==> src/rtl/vc_pop_scheduler_pkg.sv <==
// vc_pop_scheduler_pkg
//   Shared definitions for the VC pop scheduler, its round-robin search
//   and the downstream demux: FSM state encoding, VC index constants and
//   one-hot/index conversion helpers.
package vc_pop_scheduler_pkg;

  typedef enum logic {
    IDLE  = 1'b0,
    SERVE = 1'b1
  } state_t;

  localparam int VC_COUNT = 4;

  localparam logic [1:0] VCHANEL0 = 2'b00;
  localparam logic [1:0] VCHANEL1 = 2'b01;
  localparam logic [1:0] VCHANEL2 = 2'b10;
  localparam logic [1:0] VCHANEL3 = 2'b11;

  // VC index -> one-hot pop strobe.
  function automatic logic [3:0] vc_onehot(input logic [1:0] idx);
    return 4'b0001 << idx;
  endfunction

  // One-hot pop strobe -> VC index; an all-zero strobe maps to VCHANEL0.
  function automatic logic [1:0] vc_index(input logic [3:0] oh);
    logic [1:0] idx;
    idx = VCHANEL0;
    case (oh)
      4'b0010: idx = VCHANEL1;
      4'b0100: idx = VCHANEL2;
      4'b1000: idx = VCHANEL3;
      default: idx = VCHANEL0;
    endcase
    return idx;
  endfunction

endpackage

==> src/rtl/vc_pop_scheduler_rr_next_vc.sv <==
// rr_next_vc
//   Combinational rotating search: returns the first set bit of the
//   eligibility mask, looking from start upward and wrapping modulo 4.
//   Ports:
//     elig  - per-VC eligibility mask
//     start - index searched first
//     idx   - selected VC (equals start when nothing is found)
//     found - at least one VC is eligible
module rr_next_vc
  import vc_pop_scheduler_pkg::*;
(
  input  logic [3:0] elig,
  input  logic [1:0] start,
  output logic [1:0] idx,
  output logic       found
);

  logic [1:0] cand;

  // Walk offsets from farthest to nearest so the nearest eligible VC wins.
  always_comb begin
    idx   = start;
    found = 1'b0;
    cand  = start;
    for (int k = VC_COUNT - 1; k >= 0; k--) begin
      cand = start + 2'(k);
      if (elig[cand]) begin
        idx   = cand;
        found = 1'b1;
      end
    end
  end

endmodule

==> src/rtl/vc_pop_scheduler.sv <==
// vc_pop_scheduler
//   Weighted round-robin pop scheduler for four virtual-channel FIFOs.
//   Each turn grants up to weightN consecutive pops to one VC, then hands
//   off to the next eligible VC (rotating from the served VC + 1) with no
//   idle cycle in between.
//   Ports:
//     clk, rst      - clock, asynchronous active-high reset
//     enb           - enable; low freezes scheduling state and blocks pops
//     fifo_empty    - per-VC FIFO empty flags
//     dest_afull    - per-VC downstream almost-full flags
//     weight0..3    - pops per turn for each VC (0 disables the VC)
//     pop           - registered one-hot FIFO read strobe
//     arbiter       - registered index of the VC whose data is on the mux
//     valid_out     - registered; mux carries popped data
//     busy          - registered; FSM is in SERVE
//
//   Strobe semantics: pop is a one-cycle, fire-and-forget read strobe with
//   no back-pressure. Flags sampled at edge n produce pop in cycle n+1; the
//   FIFO returns data one cycle later, which valid_out/arbiter mark in
//   cycle n+2. A flag raised in the same cycle as a pop can therefore see
//   one surplus pop, which the FIFO/destination must absorb.
module vc_pop_scheduler
  import vc_pop_scheduler_pkg::*;
#(
  parameter int WEIGHT_W = 3,
  parameter int NUM_VC   = 4
) (
  input  logic                clk,
  input  logic                rst,
  input  logic                enb,
  input  logic [3:0]          fifo_empty,
  input  logic [3:0]          dest_afull,
  input  logic [WEIGHT_W-1:0] weight0,
  input  logic [WEIGHT_W-1:0] weight1,
  input  logic [WEIGHT_W-1:0] weight2,
  input  logic [WEIGHT_W-1:0] weight3,
  output logic [3:0]          pop,
  output logic [1:0]          arbiter,
  output logic                valid_out,
  output logic                busy
);

  logic [WEIGHT_W-1:0] weights [NUM_VC];
  logic [NUM_VC-1:0]   elig;

  state_t              state, state_next;
  logic [1:0]          cur, cur_next;
  logic [1:0]          ptr, ptr_next;
  logic [WEIGHT_W-1:0] credit, credit_next;
  logic [3:0]          pop_next;

  logic [1:0]          search_start;
  logic [1:0]          sel;
  logic                sel_found;
  logic                keep;

  assign weights[0] = weight0;
  assign weights[1] = weight1;
  assign weights[2] = weight2;
  assign weights[3] = weight3;

  always_comb begin
    for (int i = 0; i < NUM_VC; i++) begin
      elig[i] = ~fifo_empty[i] & ~dest_afull[i] & (weights[i] != '0);
    end
  end

  // IDLE resumes from the rotating pointer; a SERVE handoff searches from
  // the VC after the current one, which lets the current VC be reselected
  // last when it is the only one left.
  assign search_start = (state == IDLE) ? ptr : cur + 2'd1;

  rr_next_vc u_rr_next_vc (
    .elig  (elig),
    .start (search_start),
    .idx   (sel),
    .found (sel_found)
  );

  // Current VC still owns the turn: eligible with pops remaining.
  assign keep = (state == SERVE) && elig[cur] && (credit != '0);

  // State register.
  always_ff @(posedge clk or posedge rst) begin
    if (rst) begin
      state  <= IDLE;
      cur    <= VCHANEL0;
      ptr    <= VCHANEL0;
      credit <= '0;
    end else begin
      state  <= state_next;
      cur    <= cur_next;
      ptr    <= ptr_next;
      credit <= credit_next;
    end
  end

  // Next-state logic. In SERVE, credit counts pops still owed after the
  // one being issued now; a handoff issues the new VC's first pop in the
  // same cycle, hence the reload of weight - 1 (weight is nonzero because
  // the selected VC is eligible).
  always_comb begin
    state_next  = state;
    cur_next    = cur;
    ptr_next    = ptr;
    credit_next = credit;
    if (enb) begin
      case (state)
        IDLE: begin
          if (sel_found) begin
            state_next  = SERVE;
            cur_next    = sel;
            credit_next = weights[sel];
          end
        end
        SERVE: begin
          if (keep) begin
            credit_next = credit - WEIGHT_W'(1);
          end else begin
            ptr_next = cur + 2'd1;
            if (sel_found) begin
              cur_next    = sel;
              credit_next = weights[sel] - WEIGHT_W'(1);
            end else begin
              state_next  = IDLE;
              credit_next = '0;
            end
          end
        end
        default: state_next = IDLE;
      endcase
    end
  end

  // Output logic: the strobe to be registered for the coming cycle.
  always_comb begin
    pop_next = 4'b0000;
    if (enb && (state == SERVE)) begin
      if (keep) begin
        pop_next = vc_onehot(cur);
      end else if (sel_found) begin
        pop_next = vc_onehot(sel);
      end
    end
  end

  // Registered outputs; valid_out/arbiter trail pop by one cycle to match
  // the FIFO read latency.
  always_ff @(posedge clk or posedge rst) begin
    if (rst) begin
      pop       <= 4'b0000;
      arbiter   <= VCHANEL0;
      valid_out <= 1'b0;
      busy      <= 1'b0;
    end else begin
      pop       <= pop_next;
      arbiter   <= vc_index(pop);
      valid_out <= |pop;
      busy      <= (state_next == SERVE);
    end
  end

endmodule

==> config.mk <==
export PLATFORM = sky130hd
export DESIGN_NAME = vc_pop_scheduler
export DESIGN_NICKNAME = d
export VERILOG_FILES = /design/src/rtl/vc_pop_scheduler_pkg.sv /design/src/rtl/vc_pop_scheduler_rr_next_vc.sv /design/src/rtl/vc_pop_scheduler.sv
export SDC_FILE = /design/constraint.sdc
export NUM_CORES = 1
export LEC_CHECK = 0
export BUFFER_PORTS_ARGS = -buffer_cell sky130_fd_sc_hd__buf_4
export CORE_MARGIN = 3
export CORE_UTILIZATION = 44
export DETAILED_ROUTE_END_ITERATION = 8
export PLACE_DENSITY = 0.7
export SLEW_MARGIN = 5
export SYNTH_ARGS = -nofsm -noshare
export SYNTH_HDL_FRONTEND = slang
export SYNTH_SLANG_ARGS = --single-unit
export TNS_END_PERCENT = 20
==> constraint.sdc <==
create_clock -name clk -period 3.35 [get_ports clk]
set_clock_uncertainty 0.15 [all_clocks]
set_input_delay 0.1675 -clock clk [delete_from_list [all_inputs] [get_ports clk]]
set_output_delay 0.1675 -clock clk [all_outputs]
set_load 0.005 [all_outputs]
==> results of run 1 <==
==> area by class of cell <==
cell class | count | area share
Clock buffer | 4 | 0.0163
Inverter | 7 | 0.0163
Multi-Input combinational cell | 114 | 0.536
Sequential cell | 15 | 0.233
Tap cell | 30 | 0.0233
Timing Repair Buffer | 37 | 0.175
==> Yosys cell counts, types with 2 or more instances <==
cell type / number
a21oi_1: 5
a22oi_1: 2
and2_4: 2
dfrtp_1: 15
ha_1: 7
inv_1: 7
mux2_2: 2
mux2i_1: 3
nand2_1: 12
nand2b_1: 2
nand3_1: 14
nor2_1: 12
nor2b_1: 2
nor3_1: 6
nor4_2: 2
o21ai_0: 9
o32ai_1: 2
or3_4: 2
or4_1: 2
xnor2_1: 2
==> where the power goes <==
| group | total (µW) | leakage [µW] | internal (µW) | switching, µW |
|---|---|---|---|---|
| sequential | 282 | 0.000191 | 241 | 41.3 |
| combinational | 655 | 0.000524 | 303 | 352 |
| clock | 107 | 0.0000150 | 46.3 | 60.4 |
==> cell usage in the layout (no fill, tap or decap), types with 2 or more instances in the layout <==
cell and n:
nand2b_1 2, mux2_2 2, a21oi_1 5, nand3_1 14
o32ai_1 2, buf_4 35, o21ai_0 9, inv_1 7
or4_1 2, nor3_1 6, and2_4 2, ha_1 7
nor2b_1 2, clkbuf_4 3, mux2i_1 3, dlygate4sd3_1 2
nor4_2 2, nor2_1 12, nand2_1 12, or3_4 2
a22oi_1 2, dfrtp_1 15, xnor2_1 2
==> how the worst max path moves through the flow <==
stage | to | slack, ps | cells past startpoint
after floorplan | credit[1] | 260 | 11
after global placement | credit[1] | 240 | 11
after detailed placement | credit[1] | 90 | 11
after CTS | credit[1] | 80 | 11
after global routing | credit[1] | 5 | 11
final | credit[1] | 130 | 11
==> per-stage QoR <==
stage,power (µW),utilization,cells
finish,1040,0.617,207
global route,1140,0.617,207
CTS,1020,0.608,204
detailed placement,907,0.591,198
global placement,881,0.591,198
floorplan,727,-,137
==> flip-flops by register name (all words and copies together), names as in the netlist <==
| name | flops |
|---|---|
| credit | 3 |
| busy | 1 |
| valid_out | 1 |
| arbiter | 2 |
| pop | 4 |
| ptr | 2 |
| cur | 2 |
==> logic make-up after synthesis <==
| group | synth area share |
|---|---|
| multiplexers | 0.0709 |
| flip-flops | 0.296 |
| adder cells (fa/ha/maj) | 0.0690 |
| XOR/XNOR | 0.0138 |
| AND/OR/NAND/NOR | 0.304 |
| buffers and inverters | 0.0246 |
| AO/OA/AOI/OAI | 0.222 |
==> per-layer routing <==
layer  vias up  GRT usage  wire [µm]
li1        605          -          -
met1       575      0.270       1520
met2        20      0.315       1600
met3         2     0.0346        105
met4         0     0.0348         10
met5         -          0          0
==> worst max-delay path: stages (launching register included) <==
cell and delay, ps:
dfrtp_1 400, inv_1 100, ha_1 330, mux2_4 320
nor4_2 290, o41ai_2 140, a221oi_4 350, mux2_2 390
ha_1 270, nor3_1 50, o32ai_1 280, a21oi_1 60
==> what timing repair did <==
| action | CTS | global route |
|---|---|---|
| buffers inserted | 0 | 3 |
| hold buffers | 2 | 0 |
| endpoints found under the setup margin | 0 | 2 |
| endpoints found under the hold margin | 16 | 0 |
==> metrics.md, run 1 <==
| Metric | Value |
|---|---|
| Mean Syn Cell Area | 9.27 µm² |
| Via Count | 1,202 |
| Crit Path Category | reg2reg |
| Final worst slack | 127 ps |
| Unrepaired setup endpoints after global routing | false |
| H-Tree Depth | 1 |
| Via density | 5.81 |
| Largest net degree at the start of global routing | 16 |
| Reg2reg end | credit[1] |
| Synthesis-stage register bit count | 15 |
| Maximum clock rate | 310 MHz |
| Setup slack, reg-to-reg | 130 ps |
| Hold/Removal Path Class | in2reg |
| Clock root buffer | clkbuf_4 |
| Crit start category | flop |
| Die Wd | 59.7 µm |
| Inserted Diodes | 0 |
| Design area | 1610 µm² |
| R2R cell count | 11 |
| Post-synth ARST share | 1.00 |
| R2R Path Start | cur[1] |
| Worst slack, placed | 88.8 ps |
| CP Max Fanout | 6 |
| FP Rows | 18 |
| Layout cells sized above 1 | 0.328 |
| Register area | 375 µm² |
| Setup TNS | 0 ps |
| I/O Buffers | 30 |
| FILL cells | 219 |
| Die height | 59.7 µm |
| Hold endpoint | credit[0] |
| DRC Markers | 0 |
| TritonCTS clock tree | built |
| Clk buf depth | 2 |
| Total CTS buffers | 3 |
| Vias in the first global route | 1,111 |
| Power Dens Cells | 647 nW/µm² |
| Final Max Slew Viols | 0 |
| Pleak | 0.000731 µW |
| Drt initial violations | 43 |
| Synth Net Count | 167 |
| Dpl hpwl | 2620 µm |
| Worst hold start | weight3[0] |
| Slew HR | 0.529 |
| Synth top area cells | dfrtp_1 30%, ha_1 6.9%, nand3_1 5.5% |
| Initial antenna violation count | 0 |
| Worst path required time | 3380 ps |
| Post-CTS Resized | 0 |
| Max-cap viol count | 0 |
| Crit. End Element | flop |
| Sequential area share after synthesis | 0.296 |
| Beginning of the critical path | cur[1] |
| Hold slack | 163 ps |
| Mapped Cells | 137 |
| Clock-pin slew on the worst setup and hold paths | 90 ps |
| Peak VDD IR | 0.451 mV |
| WL final | 3240 µm |
| Yosys cell types | 47 |
| GRT Total Usage | 0.193 |
| Skew-Pair Late Insertion Delay | 290 ps |
| Top cell type by total area after synthesis | dfrtp_1 |
| Io pins | 31 |
| Remaining Overflow, GRT | 0 |
| Top cell type's share of synthesized area | 0.296 |
| NumNets Final | 208 |
| Worst Max-Slew Pin Slew | 700 ps |
| Critical path arrival | 3250 ps |
| Drt first pass iters | 4 |
| Top FF cell, synth | dfrtp_1 |
| Area growth, synth to finish | 26.9% |
| Final setup viols | 0 |
| GP Congestion | 0.885 |
| Min cycle time layout | 3220 ps |
| DR WL/cell | 15.7 µm |
| Final ANT Viol Nets | 0 |
| Initial core utilization | 0.486 |
| Worst hold path cell count | 5 |
| Yosys warnings | 0 |
| EDFF count, synth | 0 |
| Cell Area, Synth | 1270 µm² |
| Footprint of the multi-input gates | 863 µm² |
| DP Area | 1540 µm² |
| Tcrit/Tclk final | 0.962 |
| Clk sinks | 15 |
| Status | complete, no violations |
| First-pass GRT wire length | 5290 µm |
| Core area | 2610 µm² |
| Die area | 3570 µm² |
| Hold Fails Final Rpt | 0 |
Power figures use the tool's default switching activity.
==> run 2: changes to the inputs <==
==> constraint.sdc (replaced) <==
create_clock -name clk -period 2.9 [get_ports clk]
set_clock_uncertainty 0.15 [all_clocks]
set_input_delay 0.145 -clock clk [delete_from_list [all_inputs] [get_ports clk]]
set_output_delay 0.145 -clock clk [all_outputs]
set_load 0.005 [all_outputs]
==> metrics.md, run 2 (synthesis gave the netlist of run 1 again) <==
| Metric | Value |
|---|---|
| Total CTS buffers | 3 |
| Slowest cell on the critical path | dfrtp_2 |
| Clk buf depth | 2 |
| Peak VDD IR | 0.520 mV |
| WL final | 3420 µm |
| Max FFs per register | 4 |
| I/O Buffers | 30 |
| FP Rows | 18 |
| CP max stage delay | 410 ps |
| GP Congestion | 0.956 |
| Power Dens Cells | 771 nW/µm² |
| Worst hold path cell count | 5 |
| Overall power | 1320 µW |
| Slew HR | 0.493 |
| Setup TNS | 0 ps |
| Worst path required time | 2940 ps |
| Clock root buffer | clkbuf_4 |
| DR WL/cell | 15.9 µm |
| Register bank with the most flops | pop |
| Die area | 3570 µm² |
| Core area | 2610 µm² |
| NumNets Final | 216 |
| Area growth, synth to finish | 34.7% |
| DRC Markers | 0 |
| Commonest non-fill, non-tap cell in the layout | buf_4 |
| TritonCTS clock tree | built |
| Die height | 59.7 µm |
| Clock-pin slew on the worst setup and hold paths | 100 ps |
| Unrepaired setup endpoints after global routing | true |
| Critical path cell sequence | inv_2 -> ha_4 -> mux2_4 -> a221oi_2 -> o32ai_2 -> nor2_4 -> mux2i_1 -> mux2_4 -> ha_1 -> nor3_1 -> o32ai_1 -> a21oi_1 |
| DP Area | 1650 µm² |
| Most frequent cells in the layout | 43 x buf_4, 14 x nand3_1, 14 x dfrtp_1, 12 x nor2_1, 12 x nand2_1 |
| Vias in the first global route | 1,330 |
| First-pass GRT wire length | 5760 µm |
| Crit. End Element | flop |
| Dpl hpwl | 2880 µm |
| Initial core utilization | 0.486 |
| Io pins | 31 |
| Hold Fails Final Rpt | 0 |
| Largest regs | pop (4), credit (3) |
| Die Wd | 59.7 µm |
| Layout cells sized above 1 | 0.384 |
| Via Count | 1,318 |
| Drt initial violations | 41 |
| Clk sinks | 15 |
| Worst Max-Slew Pin Slew | 755 ps |
| Cell repeated most along the worst path | mux2_4 |
| Inserted Diodes | 0 |
| Final ANT Viol Nets | 0 |
| Tcrit/Tclk final | 0.992 |
| Skew-Pair Late Insertion Delay | 300 ps |
| CP Max Fanout | 4 |
| Delay-heaviest family, CP | compound AO/OA/AOI/OAI gates |
| Critical path arrival | 2920 ps |
| FILL cells | 233 |
| Via density | 6.13 |
| Status | complete, no violations |
| R2R cell count | 12 |
| Remaining Overflow, GRT | 0 |
| Critical path depth in cells | 12 |
| Pleak | 0.000778 µW |
| CP Buf/Inv Count | 1 |
| GRT Total Usage | 0.211 |
| Final Max Slew Viols | 0 |
| Drt first pass iters | 5 |
| H-Tree Depth | 1 |
| Min cycle time layout | 2880 ps |
| Hold/Removal Path Class | in2reg |
| Largest net degree at the start of global routing | 16 |
| Design area | 1710 µm² |
| Final setup viols | 0 |
| Max-cap viol count | 0 |
| Crit Path Category | reg2reg |
| Initial antenna violation count | 0 |
| Crit start category | flop |
| Maximum clock rate | 347 MHz |
run 2: worst reg2reg max path: cells and delay by family, from the launching register on:
family                     cells  cell delay, ps
AOI/OAI and AO/OA              4             750
adders and majority gates      2             470
buffers and inverters          1              80
DFF                            1             410
muxes                          3             680
and+or+nand+nor                2             230
run 2: where the power goes:
part	switching [µW]	leakage, µW	internal (µW)	total (µW)
clock network	74.1	0.0000177	51.4	126
registers	46.6	0.000190	279	326
logic	442	0.000570	426	868
run 2: stage by stage:
stage	setup slack (ps)	std cells	hold WS, ps	util
floorplan	-40.6	137	-104	-
global placement	25.6	209	86.1	0.632
detailed placement	-62.0	209	90.8	0.632
CTS	10.6	215	113	0.655
global route	-127	215	152	0.655
finish	22.2	215	121	0.655
run 2: metal layers:
metal  GRT usage  routed length [µm]  vias to the layer above
met5           0                   0                        -
met1       0.245                1380                      639
met4      0.0538                  50                        0
met2       0.398                1820                       46
met3      0.0281                 171                        8
li1            -                   -                      625
run 2: repair_timing:
item	CTS	global route
endpoints found under the hold margin	16	0
hold buffers	2	0
gates resized for setup	1	0
gates cloned	0	0
endpoints found under the setup margin	1	2
buffers inserted	0	0
pin swaps	4	1
run 2: path summary, 6_finish.rpt:
check / startpoint / end / slack [ps]
worst min-delay path: weight3[0] / credit[0] / 120
worst max-delay path: cur[0] / credit[1] / 20
min in group asynchronous: rst / arbiter[1] / 310
max in group asynchronous: rst / cur[0] / 1850
worst max register to register: cur[0] / credit[1] / 20
worst min register to register: pop[0] / arbiter[1] / 330
run 2: final cells by class:
| type | count | area (µm²) | area share |
|---|---|---|---|
| inverters | 7 | 26.3 | 0.0154 |
| clock inverters | 1 | 5.00 | 0.00293 |
| multi-input cells | 114 | 900 | 0.526 |
| flip-flops and latches | 15 | 377 | 0.220 |
| repair buffers | 45 | 343 | 0.200 |
| clock buffers | 3 | 22.5 | 0.0132 |
| well taps | 30 | 37.5 | 0.0219 |
==> run 3: changes to the inputs <==
--- a/config.mk
+++ b/config.mk
@@ -5,8 +5,8 @@
 export SDC_FILE = /design/constraint.sdc
 export NUM_CORES = 1
 export LEC_CHECK = 0
+export ABC_AREA = 1
 export BUFFER_PORTS_ARGS = -buffer_cell sky130_fd_sc_hd__buf_4
-export CORE_MARGIN = 3
 export CORE_UTILIZATION = 44
 export DETAILED_ROUTE_END_ITERATION = 8
 export PLACE_DENSITY = 0.7
==> metrics.md, run 3 <==
| Metric | Value |
|---|---|
| Via density | 4.95 |
| Cell Area, Synth | 1270 µm² |
| Skew-Pair Late Insertion Delay | 290 ps |
| Core area | 2760 µm² |
| GP Congestion | 0.836 |
| CP Buf/Inv Count | 4 |
| Top cell type by total area after synthesis | dfrtp_1 |
| Clock-pin slew on the worst setup and hold paths | 100 ps |
| Remaining Overflow, GRT | 0 |
| Unrepaired setup endpoints after global routing | true |
| Die Wd | 55.8 µm |
| DRC Markers | 0 |
| Commonest cells post-synth | 80 x nand2_1, 24 x inv_1, 23 x nor2_1, 19 x nand3_1, 15 x dfrtp_1 |
| Initial core utilization | 0.461 |
| Slew HR | 0.630 |
| Final Max Slew Viols | 0 |
| Worst Max-Slew Pin Slew | 554 ps |
| Area growth, synth to finish | 45.7% |
| Critical path arrival | 2940 ps |
| Synth Net Count | 238 |
| Most frequent cells in the layout | 73 x nand2_1, 47 x buf_4, 21 x nor2_1, 19 x inv_1, 15 x nand3_1 |
| Critical path cell sequence | inv_2 -> ha_4 -> nand2_4 -> nand2_4 -> inv_4 -> nand2_2 -> nand2_2 -> nand3_2 -> and2_4 -> nand2_2 -> nor2_1 -> nand2_1 -> nand2_2 -> nand2_4 -> buf_12 -> nor3_4 -> a21oi_2 -> nand2_1 -> inv_2 -> ha_4 -> nor3_2 -> o21a_1 -> nand2_1 -> nand2_1 |
| Max-cap viol count | 0 |
| Layout cells sized above 1 | 0.355 |
| H-Tree Depth | 1 |
| Reg2reg end | credit[1] |
| Max FFs per register | 4 |
| NumNets Final | 293 |
| Largest net degree at the start of global routing | 16 |
| Drt first pass iters | 6 |
| Hold endpoint | credit[1] |
| Drt initial violations | 62 |
| Die height | 55.8 µm |
| GRT Total Usage | 0.218 |
| CP max stage delay | 370 ps |
| Register area | 377 µm² |
| Clock root buffer | clkbuf_4 |
| Beginning of the critical path | cur[0] |
| Min cycle time layout | 2890 ps |
| DR WL/cell | 11.8 µm |
| Crit. End Element | flop |
| Via Count | 1,450 |
| Dpl hpwl | 2600 µm |
| I/O Buffers | 30 |
| Inserted Diodes | 0 |
| Status | complete, no violations |
| Final ANT Viol Nets | 0 |
| Most frequent cell after synthesis | nand2_1 |
| Vias in the first global route | 1,236 |
| Delay-heaviest family, CP | simple AND/OR/NAND/NOR gates |
| Worst hold start | weight2[1] |
| CP Max Fanout | 5 |
| WL final | 3470 µm |
| Synthesis-stage register bit count | 15 |
| Hold Fails Final Rpt | 0 |
| Total CTS buffers | 3 |
| R2R Path Start | cur[0] |
| Initial antenna violation count | 0 |
| Maximum clock rate | 346 MHz |
| FP Rows | 19 |
| Clk sinks | 15 |
| Setup slack, reg-to-reg | 9 ps |
| Synth top area cells | dfrtp_1 29%, nand2_1 24%, nand3_1 7.5% |
| Yosys cell types | 20 |
| Top cell type's share of synthesized area | 0.295 |
| Setup TNS | 0 ps |
| Clk buf depth | 2 |
| Non-Filler Instances | 293 |
| Mapped Cells | 208 |
| Mean Syn Cell Area | 6.12 µm² |
| Slowest cell on the critical path | dfrtp_1 |
| Final setup viols | 0 |
| Placed cells | 280 |
| Register bank with the most flops | pop |
| First-pass GRT wire length | 5380 µm |
| Crit start category | flop |
| Crit Path Category | reg2reg |
| Sequential area share after synthesis | 0.295 |
| Worst path required time | 2950 ps |
| Io pins | 31 |
| Yosys warnings | 0 |
| Die area | 3110 µm² |
| EDFF count, synth | 0 |
| Hold/Removal Path Class | in2reg |
| R2R cell count | 24 |
| TritonCTS clock tree | built |
| Commonest non-fill, non-tap cell in the layout | nand2_1 |
| Top FF cell, synth | dfrtp_1 |
| Footprint of the multi-input gates | 902 µm² |
| Largest regs | pop (4), credit (3) |
| Tcrit/Tclk final | 0.997 |
| Worst hold path cell count | 5 |
| Post-synth ARST share | 1.00 |
| FILL cells | 262 |
==> run 3: worst max-delay path by stage <==
stage | slack [ps] | to | depth (start not counted)
final | 9 | credit[1] | 24
after global routing | -150 | credit[2] | 26
after CTS | 7 | credit[1] | 25
after detailed placement | -20 | credit[1] | 24
after global placement | 30 | credit[1] | 22
after floorplan | 30 | credit[1] | 22
==> run 3: layout make-up <==
| cell class | instances | area share |
|---|---|---|
| tap | 31 | 0.0209 |
| timing repair buffer | 50 | 0.212 |
| sequential | 15 | 0.203 |
| clock inverter | 1 | 0.00270 |
| multi-input combinational | 164 | 0.487 |
| inverter | 29 | 0.0628 |
| clock buffer | 3 | 0.0121 |
==> run 3: through the flow <==
stage	instance area [µm²]	hold WS (ps)	util	setup WS, ps
2_1_floorplan	1270	-104	-	27.0
3_3_place_gp	1620	81.9	0.587	26.1
3_5_place_dp	1620	82.3	0.587	-21.8
4_1_cts	1700	36.5	0.617	6.98
5_1_grt	1850	20.1	0.672	-152
6_report	1850	38.4	0.672	8.71
==> run 3: layer usage <==
layer | global-route usage | vias to the layer above | wire (µm)
li1 | - | 759 | -
met1 | 0.280 | 668 | 1560
met2 | 0.377 | 19 | 1770
met3 | 0.0349 | 4 | 91
met4 | 0.0643 | 0 | 41
met5 | 0 | - | 0
==> run 3: kinds of logic after synthesis <==
family	synth area share
compound gates	0.103
flops	0.295
fa+ha+maj	0.0688
buf+inv	0.0856
simple gates	0.447
==> run 3: repair_timing <==
| item | in CTS | in global routing |
|---|---|---|
| pin swaps | 2 | 17 |
| endpoints found under the hold margin | 16 | 0 |
| buffers inserted | 2 | 5 |
| gates resized for setup | 5 | 28 |
| hold buffers | 2 | 0 |
| gates cloned | 0 | 0 |
| endpoints found under the setup margin | 1 | 2 |
==> run 3: worst min-delay path, cell delays in order <==
cell and delay [ps]:
buf_4 90, a21oi_2 50, nand3_1 80, nand2_1 50
nand2_1 40
Power of run 3 is left out: the tool's default activity adds up to more than one toggle a clock period on the data nets, which glitch-free logic cannot reach.
